File: src/rtl/mult_pkg.sv
// mult_pkg -- definitions shared by the FP32 multiplier normaliser and rounder.
//   state_t      : normaliser sequencing states {IDLE, MULT, NORM, DONE}
//   round_values : rounding-mode encoding used by round_mult
//   MANT_W, PROD_W, BIAS, EXP_W : datapath constants
//   unpack_mant  : IEEE-754 single significand with the hidden bit restored
package mult_pkg;

  localparam int MANT_W = 24;
  localparam int PROD_W = 48;
  localparam int BIAS   = 127;
  localparam int EXP_W  = 10;

  typedef enum logic [1:0] {
    IDLE = 2'd0,
    MULT = 2'd1,
    NORM = 2'd2,
    DONE = 2'd3
  } state_t;

  typedef enum logic [2:0] {
    RND_NEAREST_EVEN = 3'd0,
    RND_TO_ZERO      = 3'd1,
    RND_UP           = 3'd2,
    RND_DOWN         = 3'd3,
    RND_NEAREST_MAX  = 3'd4
  } round_values;

  // Hidden bit is 1 for any non-zero exponent field; denormals/zero get 0.
  function automatic logic [MANT_W-1:0] unpack_mant(input logic [31:0] x);
    return {(x[30:23] != 8'd0), x[22:0]};
  endfunction

endpackage

File: src/rtl/mant_seq_mult.sv
// mant_seq_mult -- iterative radix-2 shift-add significand multiplier.
//   clk, rst (sync, active-high)
//   start   : load ma/mb and clear the accumulator (one-cycle pulse)
//   ma, mb  : W-bit unsigned operands
//   done    : high during the last of the W iteration cycles
//   product : 2W-bit result, valid the cycle after done
module mant_seq_mult #(
  parameter int W = 24
) (
  input  logic           clk,
  input  logic           rst,
  input  logic           start,
  input  logic [W-1:0]   ma,
  input  logic [W-1:0]   mb,
  output logic           done,
  output logic [2*W-1:0] product
);

  localparam int CW = $clog2(W);

  logic [W-1:0]   ma_reg;
  logic [W-1:0]   mb_reg;
  logic [2*W-1:0] acc_reg;
  logic [CW-1:0]  count_reg;
  logic           run_reg;
  logic [W:0]     sum;

  // Partial sum keeps its carry bit; it lands in the accumulator MSB after
  // the right shift, so nothing is lost across iterations.
  always_comb begin
    sum = {1'b0, acc_reg[2*W-1:W]} + (mb_reg[0] ? {1'b0, ma_reg} : '0);
  end

  assign done    = run_reg && (count_reg == CW'(W - 1));
  assign product = acc_reg;

  always_ff @(posedge clk) begin
    if (rst) begin
      ma_reg    <= '0;
      mb_reg    <= '0;
      acc_reg   <= '0;
      count_reg <= '0;
      run_reg   <= 1'b0;
    end else if (start) begin
      ma_reg    <= ma;
      mb_reg    <= mb;
      acc_reg   <= '0;
      count_reg <= '0;
      run_reg   <= 1'b1;
    end else if (run_reg) begin
      acc_reg <= {sum, acc_reg[W-1:1]};
      mb_reg  <= mb_reg >> 1;
      if (done) begin
        run_reg   <= 1'b0;
        count_reg <= '0;
      end else begin
        count_reg <= count_reg + 1'b1;
      end
    end
  end

endmodule

File: src/rtl/mult_normalizer.sv
// mult_normalizer -- FP32 multiplier front end feeding round_mult.
// Unpacks a/b, multiplies significands over 24 cycles, normalises the
// 48-bit product and holds the result under a valid/ready handshake.
//   clk, rst (sync, active-high)
//   in_valid/in_ready   : operand handshake (accept only in IDLE)
//   a, b                : IEEE-754 single operands
//   out_valid/out_ready : result handshake
//   norm_exponent       : 10-bit biased exponent, two's-complement range
//   norm_mantissa       : normalised 1.xxx significand
//   guard, sticky, sign : rounding side information
// Optional build macro MULT_NORM_EARLY_ZERO_EN: a zero exponent field on
// either operand bypasses the multiply and reports all-zero fields at t+2.
module mult_normalizer #(
  parameter int MANT_W = 24,
  parameter int BIAS   = 127
) (
  input  logic              clk,
  input  logic              rst,
  input  logic              in_valid,
  output logic              in_ready,
  input  logic [31:0]       a,
  input  logic [31:0]       b,
  output logic              out_valid,
  input  logic              out_ready,
  output logic [9:0]        norm_exponent,
  output logic [MANT_W-1:0] norm_mantissa,
  output logic              guard,
  output logic              sticky,
  output logic              sign
);
  import mult_pkg::*;

  localparam int P_W = 2 * MANT_W;

  state_t            state_reg, state_next;
  logic [9:0]        exp_sum_reg;
  logic              sign_hold_reg;
  logic              zero_reg;
  logic [9:0]        exponent_reg;
  logic [MANT_W-1:0] mantissa_reg;
  logic              guard_reg, sticky_reg, sign_reg;

  logic              accept, skip, mult_start, mult_done;
  logic [9:0]        exp_in;
  logic [P_W-1:0]    prod;
  logic [MANT_W-1:0] mant_n;
  logic              guard_n, sticky_n;
  logic [9:0]        exp_n;

  assign in_ready  = (state_reg == IDLE);
  assign out_valid = (state_reg == DONE);
  assign accept    = in_valid && (state_reg == IDLE);

`ifdef MULT_NORM_EARLY_ZERO_EN
  assign skip = (a[30:23] == 8'd0) || (b[30:23] == 8'd0);
`else
  assign skip = 1'b0;
`endif

  assign mult_start = accept && !skip;
  // Bias is removed once here; 10 bits keep over/underflow visible downstream.
  assign exp_in = {2'b00, a[30:23]} + {2'b00, b[30:23]} - 10'(BIAS);

  mant_seq_mult #(.W(MANT_W)) u_core (
    .clk     (clk),
    .rst     (rst),
    .start   (mult_start),
    .ma      (unpack_mant(a)),
    .mb      (unpack_mant(b)),
    .done    (mult_done),
    .product (prod)
  );

  // Product of two 1.x significands lies in [1,4): at most one bit of shift.
  always_comb begin
    if (prod[P_W-1]) begin
      mant_n   = prod[P_W-1 -: MANT_W];
      guard_n  = prod[MANT_W-1];
      sticky_n = |prod[MANT_W-2:0];
      exp_n    = exp_sum_reg + 10'd1;
    end else begin
      mant_n   = prod[P_W-2 -: MANT_W];
      guard_n  = prod[MANT_W-2];
      sticky_n = |prod[MANT_W-3:0];
      exp_n    = exp_sum_reg;
    end
  end

  always_comb begin
    state_next = state_reg;
    case (state_reg)
      IDLE: if (accept) state_next = skip ? NORM : MULT;
      MULT: if (mult_done) state_next = NORM;
      NORM: state_next = DONE;
      DONE: if (out_ready) state_next = IDLE;
      default: state_next = IDLE;
    endcase
  end

  always_ff @(posedge clk) begin
    if (rst) begin
      state_reg     <= IDLE;
      exp_sum_reg   <= '0;
      sign_hold_reg <= 1'b0;
      zero_reg      <= 1'b0;
      exponent_reg  <= '0;
      mantissa_reg  <= '0;
      guard_reg     <= 1'b0;
      sticky_reg    <= 1'b0;
      sign_reg      <= 1'b0;
    end else begin
      state_reg <= state_next;
      if (accept) begin
        exp_sum_reg   <= exp_in;
        sign_hold_reg <= a[31] ^ b[31];
        zero_reg      <= skip;
      end
      // Output fields change only here, so they stay frozen through DONE.
      if (state_reg == NORM) begin
        sign_reg <= sign_hold_reg;
        if (zero_reg) begin
          exponent_reg <= '0;
          mantissa_reg <= '0;
          guard_reg    <= 1'b0;
          sticky_reg   <= 1'b0;
        end else begin
          exponent_reg <= exp_n;
          mantissa_reg <= mant_n;
          guard_reg    <= guard_n;
          sticky_reg   <= sticky_n;
        end
      end
    end
  end

  assign norm_exponent = exponent_reg;
  assign norm_mantissa = mantissa_reg;
  assign guard         = guard_reg;
  assign sticky        = sticky_reg;
  assign sign          = sign_reg;

endmodule

File: config.mk
export PLATFORM = sky130hd
export DESIGN_NAME = mult_normalizer
export DESIGN_NICKNAME = d
export VERILOG_FILES = /design/src/rtl/mult_pkg.sv /design/src/rtl/mant_seq_mult.sv /design/src/rtl/mult_normalizer.sv
export SDC_FILE = /design/constraint.sdc
export NUM_CORES = 1
export LEC_CHECK = 0
export ABC_CLOCK_PERIOD_IN_PS = 7300
export CAP_MARGIN = 20
export CORE_MARGIN = 1.5
export CORE_UTILIZATION = 55
export CTS_BUF_LIST = sky130_fd_sc_hd__clkbuf_16
export DETAILED_ROUTE_END_ITERATION = 10
export PLACE_DENSITY_LB_ADDON = 0.25
export RECOVER_POWER = 25
export SLEW_MARGIN = 20
export SYNTH_ARGS = -nofsm -noshare
export SYNTH_HDL_FRONTEND = slang
export SYNTH_SLANG_ARGS = --single-unit
File: constraint.sdc
create_clock -name clk -period 7.3 [get_ports clk]
set_input_delay 1.825 -clock clk [delete_from_list [all_inputs] [get_ports clk]]
set_output_delay 1.825 -clock clk [all_outputs]
set_load 0.005 [all_outputs]
* Yosys cells after proc, flatten, opt, wreduce, memory -nomap -nowiden
Index checks and enable logic that the tools add are counted.
Operators by class: add/subtract/negate cells 5, eq/ne operators 7, muxes and demuxes 15, bitwise logic cells 1, reduce and logical (&&, ||, !) cells 10
Operators by type and width (count):
- 2-to-1 mux 24 bit | 4
- adder 24 x 25 -> 25 bit | 1
- OR reduction 23 bit | 1
- OR reduction 22 bit | 1
- nonzero test 8 bit | 2
- adder 10 x 1 -> 10 bit, second input constant | 1
- 2-to-1 mux 10 bit | 1
- subtractor 9 x 7 -> 10 bit, second input constant | 1
- adder 8 x 8 -> 9 bit | 1
- one-hot mux 2 bit (4 select lines) | 1
- 2-to-1 mux 2 bit | 3
- adder 5 x 1 -> 5 bit, second input constant | 1
- equality test 5 bit, second input constant | 1
- 2-to-1 mux 1 bit | 5
- 2-to-1 mux 5 bit | 1
- equality test 2 bit, second input constant | 2
- inequality test 2 x 1 -> 1 bit, second input constant | 2
- AND reduction 3 bit | 1
- equality test 2 x 1 -> 1 bit, second input constant | 1
- logical AND 1 bit | 2
- logical NOT 2 bit | 1
- inequality test 2 bit, second input constant | 1
- nonzero test 2 bit | 1
- OR reduction 2 bit | 1
- bitwise XOR 1 bit | 1
Storage, ports and cells: register bits after elaboration 152, input port bits 68, output and inout port bits 39, word-level logic and storage cells 51

* Longest topological paths before layout
depth in word-level cells 5, depth in mapped cells 12, gate-level depth less buffers 12

* Modules after synthesis
Synthesis repeated with hierarchy kept, for this count alone.
Second synthesis, totals: cell total of the unflattened synthesis 884, area, all modules 7865.0 µm²
Modules (own cells, without submodules):
- mant_seq_mult | times used 1, cells each 582, area each 5163.7 µm², seq. area each 2042.0 µm²
- mult_normalizer | times used 1, cells each 302, area each 2701.3 µm², seq. area each 1001.0 µm²

* Worst setup path before layout
OpenSTA, ideal clock, no wires.
path kind input to register, from in a[24], to reg exp_sum_reg[9], setup time 70 ps, arrival 3717 ps, required time 7230 ps, setup slack 3512 ps, stages 10, path buffers 0, path through ha_1 > ha_1 > fa_1 > a21o_1 > a21oi_1 > nor2b_1 > o21a_1 > o21ai_0 > nand4b_1 > a21oi_1
On the way: longest elaborated chain between the ends 2
Ends and longest elaborated chain:
- start: declaration | line mult_normalizer.sv:21 | input logic [31:0] a,
- adder 8 x 8 -> 9 bit | line mult_normalizer.sv:62 | assign exp_in = {2'b00, a[30:23]} + {2'b00, b[30:23]} - 10'(BIAS);
- subtractor 9 x 7 -> 10 bit | line mult_normalizer.sv:62
- end signal: assignment | line mult_normalizer.sv:114 | exp_sum_reg <= exp_in;
- end: declaration | line mult_normalizer.sv:36 | logic [9:0] exp_sum_reg;
No other way between the ends. A chain may end at the register's enable or synchronous reset.

* Worst setup path in the final report
from in b[24], to reg exp_sum_reg[9]
On the way: longest elaborated chain between the ends 2
Ends and longest elaborated chain:
- start: declaration | line mult_normalizer.sv:22 | input logic [31:0] b,
- adder 8 x 8 -> 9 bit | line mult_normalizer.sv:62
- subtractor 9 x 7 -> 10 bit | line mult_normalizer.sv:62
No other way between the ends.

==> summary.md <==
| Metric | Value |
|---|---|
| Vias in the first global route | `5969` |
| Met2 routed wirelength | `7750 microns` |
| Count of cell types in the netlist | `57` |
| Die outline height | `121 microns` |
| Core area | `13500 sq um` |
| Initial antenna violation count | `0` |
| Worst EP required | `7.65 ns` |
| RePlAce Congestion | `0.903` |
| RSZ-0062 raised after global routing | `no` |
| R2R Path Start | `u_core.mb_reg[0]` |
| DR WL/cell | `14.7 microns` |
| WL final | `16700 microns` |
| Met1 wire length | `7920 microns` |
| GRT overflow | `0` |
| Slew @ Worst Pin | `1.06 ns` |
| Synthesized flop and latch total | `152` |
| Area occupied by multi-input gates | `4370 sq um` |
| H-tree levels | `4` |
| Fillers | `1112` |
| Ys flop type | `dfxtp_1` |
| Reg2Reg Setup Slack | `4.18 ns` |
| Fin util | `69.5%` |
| Vias per cell | `5.54` |
| # setup viols final | `0` |
| FF-to-FF End | `u_core.product[45]` |
| Crit Path Max Fanout | `2` |
| Bufs and invs on worst path | `1` |
| Finished Layout Cells | `1136` |
| Max reg flops | `48` |
| Synth async-reset ratio | `0%` |
| Area leader, netlist | `dfxtp_1` |
| Die width | `121 microns` |
| FP Rows | `42` |
| Syn. warnings | `0` |
| Peak supply drop | `0.213 mV` |
| CP max-delay cell | `clkdlybuf4s50_1` |
| Top cells by area, synth | `dfxtp_1 (40%), mux2i_1 (11%), ha_1 (7.3%)` |
| Pwr/cell area | `302 nW/um^2` |
| Sequential cell area | `3050 sq um` |
| Register area share after synthesis | `39.7%` |
| DR pass1 iterations | `5` |
| Synthesized net count | `985` |
| CTS Buffer Depth | `2` |
| # Post-CTS Setup Buffers | `0` |
| Mapped Cells | `870` |
| First-pass GRT wire length | `27900 microns` |
| Num CTS Buffers | `17` |
| Clock Skew | `0.00674 ns` |
| Reg clk slew, reported paths | `0.06 ns` |
| Skew-Pair Late Insertion Delay | `0.42 ns` |
| I/O pin total | `107` |
| Slew Limit Fails | `0` |
| Setup TNS | `0 ns` |
| Die area | `14700 sq um` |
| Crit path capture | `exp_sum_reg[9]` |
| Arrival time at the worst endpoint | `4.33 ns` |
| Crit path largest cell delay | `0.49 ns` |
| Wire length on met3 | `781 microns` |
| Placed insts | `1105` |
| Top Family by Delay on Critical Path | `compound AO/OA/AOI/OAI gates` |
| DRC | `0` |
| Post-synth top area share | `39.7%` |
| Post-synth EDFFs | `0` |
| Critical path class | `input pin to flop` |
| Top sig layer | `met4` |
| Worst setup EP type | `flop` |
| Vias | `6290` |
| Slew HR | `29.3%` |
| Stages on worst setup path | `11` |
| Buffers on Ports | `106` |
| TritonCTS Sinks | `152` |
| Initial core utilization | `57.0%` |
| Lkg Pwr | `3.58 nW` |
| Clock root cell | `clkbuf_16` |
| Diode count | `0` |
| Tcrit/Tclk final | `54.6%` |
| Startpoint Class | `input pin` |
| CP Launch Point | `b[24]` |
| FMAX | `251 MHz` |
| Final hold vios | `0` |
| Worst Hold Class | `flop to flop` |
| GR Util All Layers | `23.7%` |
| Avg Synthesized Cell Area | `8.82 sq um` |
| Post-DP HPWL | `11200 microns` |
| Synth-to-Final Area Change | `21.8%` |
| CTS tree | `yes` |
| Number of DRC markers in iteration 0 | `286` |
| Post-CTS resize count | `0` |
| Share of cells above drive strength 1 | `5.94%` |
| Status | `finished clean` |
| Nets | `1063` |
| Hold buffers post-CTS | `0` |
| Cell area after synthesis | `7670 sq um` |
| Maxcap violations | `0` |
| Critical path cell sequence | `clkdlybuf4s50_1 > ha_1 > ha_1 > fa_1 > a21o_1 > a21oi_1 > nor2b_1 > o21a_1 > o21ai_0 > nand4b_1 > a21oi_1` |
| Period minus WS final | `3.99 ns` |
| Largest net degree at the start of global routing | `90` |
| Routed Antenna Nets | `0` |
| FF-to-FF path depth | `10` |
==> layout by cell type, fill, tap and decap left out, drive strengths merged, types with 14 or more instances in the layout <==
cell type / count
xor2: 21
mux2i: 83
clkdlybuf4s50: 105
nor2: 116
nand3: 14
clkbuf: 18
ha: 45
xnor2: 15
and2: 26
a211oi: 67
nand2: 95
o21ai: 22
a21o: 14
a21oi: 58
dfxtp: 152
inv: 20
==> metrics by stage <==
step	power (mW)	cell area (sq um)	hold WS, ns	setup WS [ns]
finish	2.83	9350	0.449	3.31
global route	3.00	9350	0.470	3.14
CTS	2.85	9350	0.452	3.33
detailed placement	2.01	8790	0.444	2.90
global placement	1.99	8790	0.437	2.94
floorplan	1.68	7670	0.432	3.51
==> worst min-delay path: stages (launching register included) <==
cell	delay, ns
dfxtp_1	0.30
nand2_1	0.05
a21oi_1	0.05
==> Yosys cell counts, types with 14 or more instances <==
master	count
inv_1	16
dfxtp_1	152
a211oi_1	66
nand2_1	95
mux2i_1	83
xor2_1	21
and2_1	26
clkbuf_1	34
xnor2_1	15
ha_1	45
o21ai_0	14
a21oi_1	55
nor2_1	115
==> layer usage <==
| metal | global-route usage [%] | vias up |
|---|---|---|
| li1 | - | 3241 |
| met1 | 30.5 | 2897 |
| met2 | 39.2 | 132 |
| met3 | 6.20 | 20 |
| met4 | 6.54 | 0 |
| met5 | 0 | - |
==> where the power goes <==
group          internal [mW]  leakage [nW]  switching [mW]
clock network          0.496         0.272           0.339
logic                  0.418          2.07           0.407
registers               1.01          1.24           0.157
total                   1.92          3.58           0.903
==> worst min path at each step <==
stage                      start                end  slack (ns)  depth (start not counted)
5_1_grt        u_core.ma_reg[10]  u_core.ma_reg[10]        0.47                          2
3_3_place_gp   u_core.ma_reg[20]  u_core.ma_reg[20]        0.44                          2
3_5_place_dp   u_core.ma_reg[10]  u_core.ma_reg[10]        0.44                          2
2_1_floorplan   u_core.ma_reg[0]   u_core.ma_reg[0]        0.43                          2
6_report       u_core.ma_reg[22]  u_core.ma_reg[22]        0.45                          2
4_1_cts        u_core.ma_reg[10]  u_core.ma_reg[10]        0.45                          2
==> final cells by class <==
cell class	count	share of cell area (%)
flip-flops and latches	152	32.6
well taps	176	2.36
clock buffers	17	4.55
inverters	16	0.643
multi-input cells	650	46.7
clock inverters	14	1.45
repair buffers	111	11.7
==> kinds of logic after synthesis <==
logic type / share of synthesized area, %
xor gates and xnor gates: 4.11
DFF: 39.7
muxes: 11.0
adders and majority gates: 7.86
AOI/OAI and AO/OA: 17.2
buffers and inverters: 3.52
and+or+nand+nor: 16.7
No activity file was read; power rests on OpenSTA's default activity.
